--- src/rtl/ds_host_pkg.sv ---
// ds_host_pkg: machine status encoding, sequencer FSM states and default
// frame geometry shared by ds_host_sequencer and its testbench.
package ds_host_pkg;

    // Encoding of the machine status port
    typedef enum logic [1:0] {
        MST_IDLE = 2'd0,
        MST_LOAD = 2'd1,
        MST_RUN  = 2'd2,
        MST_READ = 2'd3
    } mstat_t;

    // Sequencer FSM states
    typedef enum logic [2:0] {
        S_IDLE,
        S_LOAD,
        S_RUN,
        S_READ,
        S_DONE
    } state_t;

    // Default frame geometry: 128x128 load, 64x64 result at 0x4000
    localparam int unsigned DEF_LOAD_LEN    = 16384;
    localparam int unsigned DEF_RESULT_BASE = 32'h0000_4000;
    localparam int unsigned DEF_RESULT_LEN  = 4096;

endpackage

--- src/rtl/ds_rd_skid.sv ---
// ds_rd_skid: 2-entry FIFO that absorbs the one-cycle data-memory read
// latency while the result stream is back-pressured.
module ds_rd_skid #(
    parameter int unsigned DATA_W = 8
) (
    input  logic              clk,
    input  logic              rst,
    input  logic              i_push,
    input  logic [DATA_W-1:0] i_data,
    input  logic              i_pop,
    output logic              o_valid,
    output logic [DATA_W-1:0] o_data,
    output logic [1:0]        o_count
);

    logic [DATA_W-1:0] r_mem [2];
    logic              r_wr_ptr;
    logic              r_rd_ptr;
    logic [1:0]        r_count;
    logic              w_push;
    logic              w_pop;

    assign w_pop  = i_pop && (r_count != 2'd0);
    assign w_push = i_push && ((r_count != 2'd2) || w_pop);

    // Storage write, pointer advance and occupancy tracking
    always_ff @(posedge clk) begin
        if (rst) begin
            r_wr_ptr <= 1'b0;
            r_rd_ptr <= 1'b0;
            r_count  <= 2'd0;
        end else begin
            if (w_push) begin
                r_mem[r_wr_ptr] <= i_data;
                r_wr_ptr        <= ~r_wr_ptr;
            end
            if (w_pop) begin
                r_rd_ptr <= ~r_rd_ptr;
            end
            case ({w_push, w_pop})
                2'b10:   r_count <= r_count + 2'd1;
                2'b01:   r_count <= r_count - 2'd1;
                default: r_count <= r_count;
            endcase
        end
    end

    assign o_valid = (r_count != 2'd0);
    assign o_data  = r_mem[r_rd_ptr];
    assign o_count = r_count;

endmodule

--- src/rtl/ds_host_sequencer.sv ---
// ds_host_sequencer: loads a raw frame from the host into machine data
// memory, runs the machine until end_process, then streams the result back
// out with backpressure. Optional running checksum of the result stream is
// built only when DS_HOST_CHECKSUM_EN is defined.
module ds_host_sequencer
    import ds_host_pkg::*;
#(
    parameter int unsigned          ADDR_W      = 16,
    parameter int unsigned          DATA_W      = 8,
    parameter int unsigned          LOAD_LEN    = DEF_LOAD_LEN,
    parameter logic [ADDR_W-1:0]    RESULT_BASE = ADDR_W'(DEF_RESULT_BASE),
    parameter int unsigned          RESULT_LEN  = DEF_RESULT_LEN
) (
    input  logic              clk,
    input  logic              rst,
    input  logic              start,
    input  logic              in_valid,
    input  logic [DATA_W-1:0] in_data,
    output logic              in_ready,
    output logic              out_valid,
    output logic [DATA_W-1:0] out_data,
    input  logic              out_ready,
    output logic              busy,
    output logic              done,
    output logic [1:0]        m_status,
    output logic [DATA_W-1:0] m_data,
    output logic [ADDR_W-1:0] m_addr,
    input  logic              m_end_process,
    input  logic [DATA_W-1:0] m_data_out,
    output logic [15:0]       checksum
);

    localparam logic [ADDR_W:0] CNT_ONE   = (ADDR_W+1)'(1);
    localparam logic [ADDR_W:0] LOAD_LAST = (ADDR_W+1)'(LOAD_LEN - 1);
    localparam logic [ADDR_W:0] RD_LEN    = (ADDR_W+1)'(RESULT_LEN);
    localparam logic [ADDR_W:0] RD_LAST   = (ADDR_W+1)'(RESULT_LEN - 1);

    state_t            r_state;
    mstat_t            r_m_status;
    logic [DATA_W-1:0] r_m_data;
    logic [ADDR_W-1:0] r_m_addr;
    logic              r_in_ready;
    logic              r_done;
    logic              r_cap;
    logic [ADDR_W:0]   r_load_cnt;
    logic [ADDR_W:0]   r_rd_cnt;
    logic [ADDR_W:0]   r_out_cnt;

    logic              w_in_acc;
    logic              w_skid_valid;
    logic [DATA_W-1:0] w_skid_data;
    logic [1:0]        w_skid_cnt;
    logic              w_pop;
    logic [2:0]        w_room;
    logic              w_issue;
    logic [ADDR_W-1:0] w_rd_addr;

    assign w_in_acc  = in_valid && r_in_ready;
    assign w_pop     = w_skid_valid && out_ready;
    assign w_rd_addr = RESULT_BASE + r_rd_cnt[ADDR_W-1:0];

    // Read issue is decided in the same cycle it is presented; the pop
    // happening this cycle frees a slot, which keeps 1 byte/cycle with only
    // two entries of buffering.
    assign w_room  = {1'b0, w_skid_cnt} + {2'b00, r_cap} - {2'b00, w_pop};
    assign w_issue = (r_state == S_READ) && (r_rd_cnt < RD_LEN) && (w_room < 3'd2);

    ds_rd_skid #(
        .DATA_W (DATA_W)
    ) u_skid (
        .clk     (clk),
        .rst     (rst),
        .i_push  (r_cap),
        .i_data  (m_data_out),
        .i_pop   (w_pop),
        .o_valid (w_skid_valid),
        .o_data  (w_skid_data),
        .o_count (w_skid_cnt)
    );

    // Frame sequencing FSM with registered machine-side and host-side controls
    always_ff @(posedge clk) begin
        if (rst) begin
            r_state    <= S_IDLE;
            r_m_status <= MST_IDLE;
            r_m_data   <= '0;
            r_m_addr   <= '0;
            r_in_ready <= 1'b0;
            r_done     <= 1'b0;
            r_cap      <= 1'b0;
            r_load_cnt <= '0;
            r_rd_cnt   <= '0;
            r_out_cnt  <= '0;
        end else begin
            r_done <= 1'b0;
            r_cap  <= w_issue;
            case (r_state)
                S_IDLE: begin
                    r_m_status <= MST_IDLE;
                    if (start) begin
                        r_state    <= S_LOAD;
                        r_in_ready <= 1'b1;
                        r_load_cnt <= '0;
                        r_rd_cnt   <= '0;
                        r_out_cnt  <= '0;
                    end
                end
                S_LOAD: begin
                    if (w_in_acc) begin
                        r_m_status <= MST_LOAD;
                        r_m_data   <= in_data;
                        r_m_addr   <= r_load_cnt[ADDR_W-1:0];
                        r_load_cnt <= r_load_cnt + CNT_ONE;
                        if (r_load_cnt == LOAD_LAST) begin
                            r_in_ready <= 1'b0;
                            r_state    <= S_RUN;
                        end
                    end else begin
                        r_m_status <= MST_IDLE;
                    end
                end
                S_RUN: begin
                    if (m_end_process) begin
                        r_state    <= S_READ;
                        r_m_status <= MST_IDLE;
                    end else begin
                        r_m_status <= MST_RUN;
                    end
                end
                S_READ: begin
                    r_m_status <= MST_IDLE;
                    if (w_issue) begin
                        r_rd_cnt <= r_rd_cnt + CNT_ONE;
                    end
                    if (w_pop) begin
                        r_out_cnt <= r_out_cnt + CNT_ONE;
                        if (r_out_cnt == RD_LAST) begin
                            r_state <= S_DONE;
                            r_done  <= 1'b1;
                        end
                    end
                end
                S_DONE: begin
                    r_m_status <= MST_IDLE;
                    r_state    <= S_IDLE;
                end
                default: begin
                    r_state <= S_IDLE;
                end
            endcase
        end
    end

    // During READ the status/address reflect the live issue decision
    assign m_status  = (r_state == S_READ) ? (w_issue ? MST_READ : MST_IDLE) : r_m_status;
    assign m_addr    = w_issue ? w_rd_addr : r_m_addr;
    assign m_data    = r_m_data;
    assign in_ready  = r_in_ready;
    assign out_valid = w_skid_valid;
    assign out_data  = w_skid_valid ? w_skid_data : '0;
    assign busy      = (r_state != S_IDLE);
    assign done      = r_done;

`ifdef DS_HOST_CHECKSUM_EN
    logic [15:0] r_checksum;

    // Running sum of accepted result bytes, cleared as a new frame starts
    always_ff @(posedge clk) begin
        if (rst) begin
            r_checksum <= '0;
        end else if ((r_state == S_IDLE) && start) begin
            r_checksum <= '0;
        end else if (w_pop) begin
            r_checksum <= r_checksum + 16'(w_skid_data);
        end
    end

    assign checksum = r_checksum;
`else
    assign checksum = '0;
`endif

endmodule

--- config.mk ---
export PLATFORM = sky130hd
export DESIGN_NAME = ds_host_sequencer
export DESIGN_NICKNAME = d
export VERILOG_FILES = /design/src/rtl/ds_host_pkg.sv /design/src/rtl/ds_rd_skid.sv /design/src/rtl/ds_host_sequencer.sv
export SDC_FILE = /design/constraint.sdc
export NUM_CORES = 1
export LEC_CHECK = 0
export CAP_MARGIN = 20
export CORE_UTILIZATION = 58
export DETAILED_ROUTE_END_ITERATION = 8
export PLACE_DENSITY = 0.85
export SYNTH_ARGS = -nofsm -noshare
export SYNTH_HDL_FRONTEND = slang
export SYNTH_HIERARCHICAL = 1
export SYNTH_SLANG_ARGS = --single-unit
--- constraint.sdc ---
create_clock -name clk -period 6.55 [get_ports clk]
set_input_delay 0.9825 -clock clk [delete_from_list [all_inputs] [get_ports clk]]
set_output_delay 0.9825 -clock clk [all_outputs]
set_load 0.005 [all_outputs]
Word level (Yosys, flattened, before mapping)
Memories as Yosys holds them, arrays and structs flattened. A register that Yosys moved wholly into a read port is not among the register bits.
Cells that the tools add are included.
{"block": "classes", "add_sub_neg": 8, "order_cmp": 2, "eq_ne": 16, "mux": 32, "bitwise_logic": 4, "n_reduce_logical": 22}
{"cell": "17-bit one-hot mux with 2 select lines", "n": 3}
{"cell": "17-bit 2-to-1 mux", "n": 4}
{"cell": "17-bit by 1-bit adder with 17-bit output, second input constant", "n": 3}
{"cell": "3-bit 2-to-1 mux", "n": 6}
{"cell": "17-bit by 12-bit == test with 1-bit output, second input constant", "n": 1}
{"cell": "17-bit by 14-bit == test with 1-bit output, second input constant", "n": 1}
{"cell": "17-bit by 13-bit < comparator with 1-bit output, second input constant", "n": 1}
{"cell": "15-bit by 16-bit adder with 16-bit output, first input constant", "n": 1}
{"cell": "16-bit 2-to-1 mux", "n": 1}
{"cell": "2-bit != test, second input constant", "n": 7}
{"cell": "3-bit one-hot mux with 4 select lines", "n": 1}
{"cell": "1-bit 2-to-1 mux", "n": 10}
{"cell": "3-bit AND reduction", "n": 3}
{"cell": "8-bit 2-to-1 mux", "n": 1}
{"cell": "2-bit nonzero test", "n": 4}
{"cell": "3-bit by 2-bit == test with 1-bit output, second input constant", "n": 2}
{"cell": "1-bit logical AND", "n": 6}
{"cell": "2-bit 2-to-1 mux", "n": 3}
{"cell": "2-bit one-hot mux with 3 select lines", "n": 1}
{"cell": "6-bit AND reduction", "n": 1}
{"cell": "3-bit nonzero test", "n": 2}
{"cell": "3-bit OR reduction", "n": 2}
{"cell": "1-bit NOT", "n": 4}
{"cell": "2-bit one-hot mux with 2 select lines", "n": 1}
{"cell": "other kinds (15)", "n": 15}
{"block": "totals", "register_bits": 87, "ram_bits": 16, "input_bits": 22, "out_inout_bits": 54, "word_cells": 98, "memories": 1}
{"name": "u_skid.r_mem", "depth": 2, "width": 8, "rd": 1, "rd_clocked_by_memory_dff": 1, "wr": 1, "line_no": "ds_rd_skid.sv:16", "text": "logic [DATA_W-1:0] r_mem [2];"}

Longest topological paths before layout
{"block": "depth", "ltp_word": 8, "ltp_mapped": 11, "depth_no_buf": 9}

Hierarchy
The synthesis kept the hierarchy.
{"module": "ds_host_sequencer", "instances": 1, "cells_per_inst": 487, "area_each_um2": 4001.3, "seq_area_each_um2": 1661.6}
{"module": "ds_rd_skid", "instances": 1, "cells_per_inst": 50, "area_each_um2": 813.3, "seq_area_each_um2": 580.6}

Least setup slack after synthesis
Ideal clock, no wire load.
{"block": "synth_path", "path_kind": "input to output", "from": "in out_ready", "to": "out m_addr[10]", "arrival_ns": 2.949, "required_time_ns": 5.568, "path_slack_ns": 2.618, "stages": 9, "n_path_buf": 2, "cell_sequence": "nand2_1 -> nor2_1 -> o21ai_0 -> fa_1 -> nor2b_1 -> and4_1 -> clkbuf_1 -> buf_2 -> mux2_2"}
{"block": "synth_between", "elab_chain_len": 5}
{"element": "from (decl)", "line_no": "ds_host_sequencer.sv:22", "text": "input logic out_ready,"}
{"element": "1-bit logical AND", "line_no": "ds_host_sequencer.sv:59", "text": "assign w_pop = w_skid_valid && out_ready;"}
{"element": "3-bit by 1-bit subtractor with 3-bit output", "line_no": "ds_host_sequencer.sv:65", "text": "assign w_room = {1'b0, w_skid_cnt} + {2'b00, r_cap} - {2'b00, w_pop};"}
{"element": "3-bit by 2-bit < comparator with 1-bit output", "line_no": "ds_host_sequencer.sv:66", "text": "assign w_issue = (r_state == S_READ) && (r_rd_cnt < RD_LEN) && (w_room < 3'd2);"}
{"element": "1-bit logical AND", "line_no": "ds_host_sequencer.sv:66"}
{"element": "16-bit 2-to-1 mux", "line_no": "ds_host_sequencer.sv:156", "text": "assign m_addr = w_issue ? w_rd_addr : r_m_addr;"}
{"element": "to (decl)", "line_no": "ds_host_sequencer.sv:27", "text": "output logic [ADDR_W-1:0] m_addr,"}
Every way passes these cells.

Worst setup path after layout
{"block": "layout_path", "from": "in out_ready", "to": "out m_addr[9]"}
The elaborated chain is that of the path after synthesis.

==> impl_metrics.ini <==
[status]
status = complete, no violations

[cells_and_area]
fin_cells = 687
n_fill_cell = 590
nNetsFinal = 608
antenna_cells = 0
utilization_pct = 71.1
final_area_sq_um = 5600
area_growth_pct = 16.4
final_layout_size_suffix_gt1_share_pct = 8.03

[placement]
dpl.hpwl_um = 7210
port-buffer-count = 59
dpl_cell_area_sq_um = 5360
dp.cells = 669
place_congestion = 0.824

[synth]
synth_top_area_share_pct = 36.6
syn_inst = 537
ys.flop_type = dfxtp_1
seq_area_frac_synth_pct = 46.6
yosys.area.top_type = dfxtp_1
synth_common_cells = dfxtp_1, nand2_1, a21oi_1, o21ai_0
synth_edf_count = 16
netlist-cell-type-count = 53
yosysMostFrequentCell = dfxtp_1
ys_seq_elements = 104
async_reset_ff_share_pct = 0
syn_avg_cell_area_sq_um = 8.97
syn_area_sq_um = 4810
synth.area.top_cells = dfxtp_1, edfxtp_1, a21oi_1
ys_warn_count = 6

[detailed_routing]
via_per_inst = 5.89
wire_per_inst_um = 15.1
drc = 0
drt_iter0_drc = 203
num_vias = 4043
ant_nets = 0
routed_wl_um = 10400
first_pass_iters = 5

[min_path]
hp-class = reg2reg
min_path_cells = 2

[timing]
drv_slew = 0
period_share_pct = 78.2
finalHoldViolations = 0
setup_tns_ps = 0
timing.hold.ws_ps = 459
rsz0062_at_grt = false
relSlewSlack_pct = 27.3
min_period_ps = 5120
tightest_slew_ps = 1080
report.final.setup_viol = 0
skew_ps = 13.7
fmax_mhz = 195

[clock_tree]
cts_setup_buffers = 0
cts.sinks = 104
cts_buffers = 9
clkTransAtPathRegs_ps = 90
cts_htree_levels = 3
cts_resized = 0
insertion_delay_ps = 370
clockRootBuffer = clkbuf_8
cts_hold_buf = 0
cts_tree = done
clock_path_buffers = 2

[setup_path]
worst-path-stages = 9
critPathCaptureType = primary output
cp_max_fo = 14
cp_data_required_time_ps = 5570
r2r_cells = 9
path_cells = clkdlybuf4s50_1 > nand2_1 > nor2_1 > o21ai_0 > fa_1 > xnor2_1 > and4_1 > mux2_2 > clkdlybuf4s50_1
start_kind = input pin
arrival_ps = 4140
cpPeakStageDelay_ps = 650
crit_family = simple AND/OR/NAND/NOR gates
crit_path_frequent_cell = clkdlybuf4s50_1
crit_buf_inv = 2
criticalPathCategory = in2out
cp_slowest_cell = and4_1

[floorplan]
start_util_pct = 61.0
fp-row-count = 32
design.die.area_sq_um = 8670
fp.coreArea_sq_um = 7890
die_w_um = 93.1
ios = 76
die_h_um = 93.1

[global_routing]
antenna_found_initial = 0
grt_pass1_wl_um = 17300
grt_overflow_total = 0
grt_max_degree = 45
grt_pass1_vias = 3742
track_usage_pct = 25.3

[pwr]
leakagePower_nw = 1.87
power.density_nw_per_um2 = 205
vdd_drop_max_mv = 0.133

[job]
cap_violations = 0
==> where the power goes <==
group	leakage (nW)	switching, mW	internal, mW
sequential	0.853	0.00591	0.651
clock	0.102	0.219	0.215
combinational	0.911	0.0323	0.0248
==> cell families (layout without fill, tap and decap cells) <==
kind of cell	count (synthesis)	after routing	synth area share, %
and+or+nand+nor	215	215	23.5
AOI/OAI and AO/OA	119	119	14.4
DFF	104	104	46.6
buffers and inverters	54	87	5.54
muxes	24	24	5.64
xor gates and xnor gates	14	14	2.55
adders and majority gates	6	6	1.72
other	1	16	0.0779
==> worst reg2reg max path: cells and delay by family, from the launching register on <==
family | cells | cell delay [ps]
AOI/OAI and AO/OA | 3 | 810
xor gates and xnor gates | 1 | 240
adders and majority gates | 1 | 400
DFF | 1 | 490
and+or+nand+nor | 4 | 1430
==> registers in the layout, indices dropped and copies added (netlist names), named ones only <==
name             flops
r_load_cnt          17
r_cap                1
r_state              3
done                 1
r_rd_cnt            17
r_m_addr            16
u_skid/o_count       2
u_skid/r_rd_ptr      1
r_out_cnt           17
u_skid/r_wr_ptr      1
in_ready             1
u_skid/r_mem        16
m_data               8
r_m_status           2
==> final cells by class <==
cell class	count	area, sq um	area share (%)
clock inverters	7	95.1	1.70
well taps	102	128	2.28
clock buffers	9	124	2.21
multi-input cells	394	2370	42.2
flip-flops and latches	104	2240	40.0
repair buffers	62	614	11.0
inverters	9	33.8	0.603
==> per-stage QoR <==
stage / worst slack (ps) / power (mW)
2_1_floorplan: 2620 / 0.708
3_3_place_gp: 1560 / 0.726
3_5_place_dp: 1430 / 0.728
4_1_cts: 1430 / 1.15
5_1_grt: 1180 / 1.19
6_report: 1430 / 1.15
==> path summary, 6_finish.rpt <==
path	startpoint	to	slack, ps
max	out_ready	m_addr[9]	1430
min reg2reg	r_m_addr[1]$_SDFFE_PP0P_	r_m_addr[1]$_SDFFE_PP0P_	460
max reg2reg	u_skid/o_count[1]$_SDFFE_PP0P_	r_rd_cnt[11]$_SDFFE_PP0P_	3100
min	r_m_addr[1]$_SDFFE_PP0P_	r_m_addr[1]$_SDFFE_PP0P_	460
==> layer usage <==
layer | track usage, % | wire length (um)
met5 | 0 | 0
met4 | 8.33 | 121
met3 | 5.77 | 509
met2 | 42.0 | 5010
met1 | 32.6 | 4760
==> cell usage in the layout (no fill, tap or decap), drive strengths merged, types with 5 or more instances in the layout <==
cell type       n
a21oi          62
nand4           7
ha              5
and4            6
o211ai          6
inv            10
clkbuf          9
nand3          15
nor2           24
or4            14
edfxtp         16
conb           16
or3            22
nor3            8
mux2           22
and2           19
clkdlybuf4s50  59
o21ai          26
dfxtp          88
and3            9
o31ai          13
xnor2           8
xor2            6
nand2          72
No activity file was read; power rests on OpenSTA's default activity.
